### src/rtl/hit_check_arbiter.sv
// hit_check_arbiter: round-robin sequencer for the shared single-bit hit-test unit (hit = A & B)
// Ports: clk, rst_n (sync active-low); req/op_a/op_b [NUM_REQ] per-requester inputs;
//        grant/done [NUM_REQ] one-hot outputs; hit (valid with done); busy (state != IDLE);
//        hit_count [15:0] saturating hit counter, present only with HIT_COUNT_EN defined.
module hit_check_arbiter #(
    parameter int NUM_REQ = 4,
    localparam int PTR_W = $clog2(NUM_REQ)
) (
    input  logic               clk,
    input  logic               rst_n,
    input  logic [NUM_REQ-1:0] req,
    input  logic [NUM_REQ-1:0] op_a,
    input  logic [NUM_REQ-1:0] op_b,
    output logic [NUM_REQ-1:0] grant,
    output logic [NUM_REQ-1:0] done,
    output logic               hit,
    output logic               busy
`ifdef HIT_COUNT_EN
    ,
    output logic [15:0]        hit_count
`endif
);
    typedef enum logic [1:0] {IDLE = 2'd0, GRANT = 2'd1, RESULT = 2'd2} state_t;
    state_t               r_state, w_state_nx;
    logic [PTR_W-1:0]     r_ptr, w_ptr_nx, r_win, w_win_nx, w_sel;
    logic [NUM_REQ-1:0]   r_grant, w_grant_nx, r_done, w_done_nx, w_rot;
    logic                 r_hit, w_hit_nx, w_found;
    // rotate so bit 0 of w_rot is requester ptr+1; the lowest set bit is the winner
    always_comb begin
        w_rot   = NUM_REQ'({req, req} >> (int'(r_ptr) + 1));
        w_sel   = '0;
        w_found = 1'b0;
        for (int j = 0; j < NUM_REQ; j++) begin
            if (!w_found && w_rot[j]) begin
                w_found = 1'b1;
                w_sel   = PTR_W'((int'(r_ptr) + 1 + j) % NUM_REQ);
            end
        end
    end
    always_comb begin
        w_state_nx = r_state;
        w_ptr_nx   = r_ptr;
        w_win_nx   = r_win;
        w_grant_nx = r_grant;
        w_done_nx  = '0;
        w_hit_nx   = 1'b0;
        case (r_state)
            IDLE: if (w_found) begin
                w_win_nx   = w_sel;
                w_grant_nx = NUM_REQ'(1) << w_sel;
                w_state_nx = GRANT;
            end
            GRANT: begin
                w_hit_nx   = |(op_a & op_b & r_grant);
                w_done_nx  = r_grant;
                w_grant_nx = '0;
                w_ptr_nx   = r_win;
                w_state_nx = RESULT;
            end
            default: w_state_nx = IDLE;
        endcase
    end
    always_ff @(posedge clk) begin
        if (!rst_n) begin
            r_state <= IDLE;
            r_ptr   <= PTR_W'(NUM_REQ - 1);
            r_win   <= '0;
            r_grant <= '0;
            r_done  <= '0;
            r_hit   <= 1'b0;
        end else begin
            r_state <= w_state_nx;
            r_ptr   <= w_ptr_nx;
            r_win   <= w_win_nx;
            r_grant <= w_grant_nx;
            r_done  <= w_done_nx;
            r_hit   <= w_hit_nx;
        end
    end
    assign grant = r_grant;
    assign done  = r_done;
    assign hit   = r_hit;
    assign busy  = r_state != IDLE;
`ifdef HIT_COUNT_EN
    logic [15:0] r_hit_count;
    always_ff @(posedge clk) begin
        if (!rst_n)
            r_hit_count <= '0;
        else if (r_state == GRANT && w_hit_nx && r_hit_count != 16'hFFFF)
            r_hit_count <= r_hit_count + 16'd1;
    end
    assign hit_count = r_hit_count;
`endif
endmodule
### config.mk
export PLATFORM = sky130hd
export DESIGN_NAME = hit_check_arbiter
export DESIGN_NICKNAME = d
export VERILOG_FILES = /design/src/rtl/hit_check_arbiter.sv
export SDC_FILE = /design/constraint.sdc
export NUM_CORES = 1
export LEC_CHECK = 0
export ABC_CLOCK_PERIOD_IN_PS = 1400
export BUFFER_PORTS_ARGS = -buffer_cell sky130_fd_sc_hd__buf_2
export CAP_MARGIN = 40
export CORE_AREA = 2 2 39 41
export CTS_BUF_LIST = sky130_fd_sc_hd__clkbuf_8
export CTS_CLUSTER_DIAMETER = 40
export DETAILED_ROUTE_END_ITERATION = 8
export DIE_AREA = 0 0 41 43
export HOLD_SLACK_MARGIN = 0.08
export PLACE_DENSITY = 0.82
export REMOVE_ABC_BUFFERS = 1
export SYNTH_ARGS = -nofsm -noshare
export SYNTH_HDL_FRONTEND = slang
export SYNTH_SLANG_ARGS = --single-unit
### constraint.sdc
create_clock -name clk -period 1.4 [get_ports clk]
set_input_delay 0.21 -clock clk [delete_from_list [all_inputs] [get_ports clk]]
set_output_delay 0.21 -clock clk [all_outputs]
set_load 0.02 [all_outputs]
==> reports/metrics.cfg <==
[run_status]
status=finished, final reports clean

[sta]
peak_freq_mhz=807.0
finalClockSkew_ns=0.002454
totalNegativeSetupSlack_ns=0
unrepaired_setup_endpoints_after_global_routing=false
final.period_utilization_pct=88.51
final-hold-violation-count=0
max_slew_margin_pct=69.33
final-max-slew-violation-count=0
worst-slew-pin-transition_ns=0.4592
period_needed_ns=1.239
setup_viol_count_final=0

[floorplan]
die_width_um=41
floorplan.core_area_sq_um=1384
io_pins=24
chipHeight_um=43
fp-row-count=14
initial_standard_cell_utilization_of_the_core_pct=44.58
fp.dieArea_sq_um=1763

[logic_synthesis]
post_synthesis_compound_gate_area_fraction_pct=18.05
yosys-top-cells-area=dfxtp_1 49%, nand3_1 7.3%, and3_1 5.1%, nand2b_1 4.1%, nand2_1 3.7%
post_synth_xor_area_fraction_pct=0
dominant_combinational_cell_family_by_area_after_synthesis=simple AND/OR/NAND/NOR gates
post-synth-top-area-fraction_pct=48.68
synth_mux_area_share_pct=1.623
ys.warnings.count=0
post_synth_fa_ha_maj_area_fraction_pct=0
post_synth.cell_area_avg_sq_um=9.346
synth-seq-area-share_pct=48.68
yosys.cell_types.count=26
post_synthesis_share_of_cell_area_spent_on_and_or_nand_and_nor_gates_pct=30.43
syn-instance-count=66
post-synth-top-area-cell=dfxtp_1
synth_seq_cells=15
netlist_area_sq_um=616.8

[clock_tree]
post-cts-setup-buffer-count=0
clock_tree.htree_level_count=1
clock_path_buffers=2
cts_num_sinks=15
cts_buffers=3
clockRootBuffer=clkbuf_8
hold_buffers=0
worst_skew_pair.late_latency_ns=0.24
cts_tree=built
clkTransAtPathRegs_ns=0.06

[global_routing]
total_congestion_overflow_after_global_routing=0
grt_pass1_vias=554
antenna_found_initial=0
pin_count_of_the_biggest_net_entering_global_routing=17
global_router_s_overall_resource_usage_pct=20.06
grt_pass1_wl_mm=2.346

[routing]
drc=0
antenna_left=0
detail_route.wirelength_mm=1.489
drt_pass1_iterations=4
detailedRoute.firstIterationViolations=12
dr_total_vias=604
vias_per_cell=5.593
detail_routed_net_length_per_standard_cell_um=13.79

[final_layout]
final_net_count=107
final_layout_size_suffix_gt1_share_pct=35.87
final_common_cell=buf_2
fin_util_pct=57.78
final_cell_mix=23 x buf_2, 15 x dfxtp_1, 9 x nand3_1, 6 x nand2_1, 5 x and3_1
insertedDiodeCount=0
area_grow_syn2layout_pct=29.61

[pwr]
power.static_leakage_nw=0.3776
power_density_nw_per_um2=1262
power.ir.vdd_worst_mv=0.4962

[setup_path]
timing.critical_path.fanout_max=10
setup.reg_to_reg.worst_slack_ns=0.16
worstSetupPathType=reg -> reg
worst_setup_path_end_kind=flip-flop
critical-path-slowest-cell=dfxtp_1
crit_path_max_incr_delay_ns=0.32
worst_ep_arrival_time_ns=1.40
worst_setup_path_start_kind=flip-flop
critical_path_required_ns=1.56
chain_of_cells_forming_the_critical_path=or2_4, nor2_4, nand3b_1, o22ai_1

[placement]
place_congestion=0.7951
portBuffers=23
post-dp-hpwl_mm=1.042

[flow_run]
maxCapViolations=0

[worst_hold_path]
holdCritPathClass=in -> reg

cell usage after synthesis (all sizes together):
cell type,n
o22ai,4
a21boi,2
and2,1
or2,1
dfxtp,15
nand2,6
nor4,1
a21o,1
nand3,9
o22a,1
nor2,2
inv,1
nor2b,1
and3,5
clkbuf,1
o21a,1
nand3b,2
nand2b,4
a31oi,3
mux2i,1
o21ai,3
a21oi,1
path summary, 6_finish.rpt:
path / from / endpoint / cells after the start
worst min-delay path: op_b[3] / hit$_SDFF_PN0_ / 3
worst max-delay path: r_state[1]$_SDFFE_PN0P_ / grant[0]$_SDFFE_PN0P_ / 4
worst min register to register: r_win[1]$_SDFFE_PN0P_ / r_ptr[1]$_SDFFE_PN1P_ / 2
worst max register to register: r_state[1]$_SDFFE_PN0P_ / grant[0]$_SDFFE_PN0P_ / 4
area by class of cell:
| class | instances | area, sq um |
|---|---|---|
| sequential | 15 | 300.3 |
| inverter | 1 | 3.754 |
| multi-input combinational | 49 | 315.3 |
| timing repair buffer | 23 | 115.1 |
| fill | 132 | 584.3 |
| tap | 16 | 20.02 |
| clock inverter | 1 | 3.754 |
| clock buffer | 3 | 41.29 |
flip-flops by register name, summed over array words and instances, names as in the netlist:
| register | cells |
|---|---|
| r_win | 2 |
| r_ptr | 2 |
| grant | 4 |
| done | 4 |
| hit | 1 |
| r_state | 2 |
per-layer routing:
| layer | global-route usage, % | part of all wire [%] | vias to the layer above |
|---|---|---|---|
| li1 | - | - | 296 |
| met1 | 22.15 | 40 | 281 |
| met2 | 31.87 | 54 | 23 |
| met3 | 4.712 | 3.6 | 4 |
| met4 | 13.33 | 2.1 | 0 |
| met5 | 0 | 0 | - |
power breakdown:
part,internal (mW),switching [mW],total (mW)
Clock,0.194,0.146,0.340
Sequential,0.458,0.0251,0.483
Combinational,0.0793,0.107,0.186
critical path: cells and delay by family (launching register included):
family / cells / cell delay, ns
and+or+nand+nor: 3 / 0.65
AOI/OAI and AO/OA: 1 / 0.19
DFF: 1 / 0.32
timing repair:
| item | 4_1_cts | 5_1_grt |
|---|---|---|
| resized for setup | 0 | 1 |
| endpoints found under the setup margin | 0 | 2 |
| hold endpoints to repair | 0 | 0 |
metrics by stage:
stage                     hold slack (ns)  setup WS [ns]  total power, mW  cell area [sq um]  cells
after floorplan                    0.2818         0.2863           0.6057              613.1     65
after global placement             0.4465         0.2110           0.6657              748.2    104
after detailed placement           0.4537         0.1318           0.6727              748.2    104
after CTS                          0.2422         0.1292            1.006              793.3    108
after global routing               0.2598        0.04967            1.056              799.5    108
final                              0.2403         0.1608            1.009              799.5    108
cell families after synthesis:
kind of cell | after synthesis
simple gates | 32
flops | 15
mux | 1
compound gates | 16
buf+inv | 2
Power figures use the tool's default switching activity.
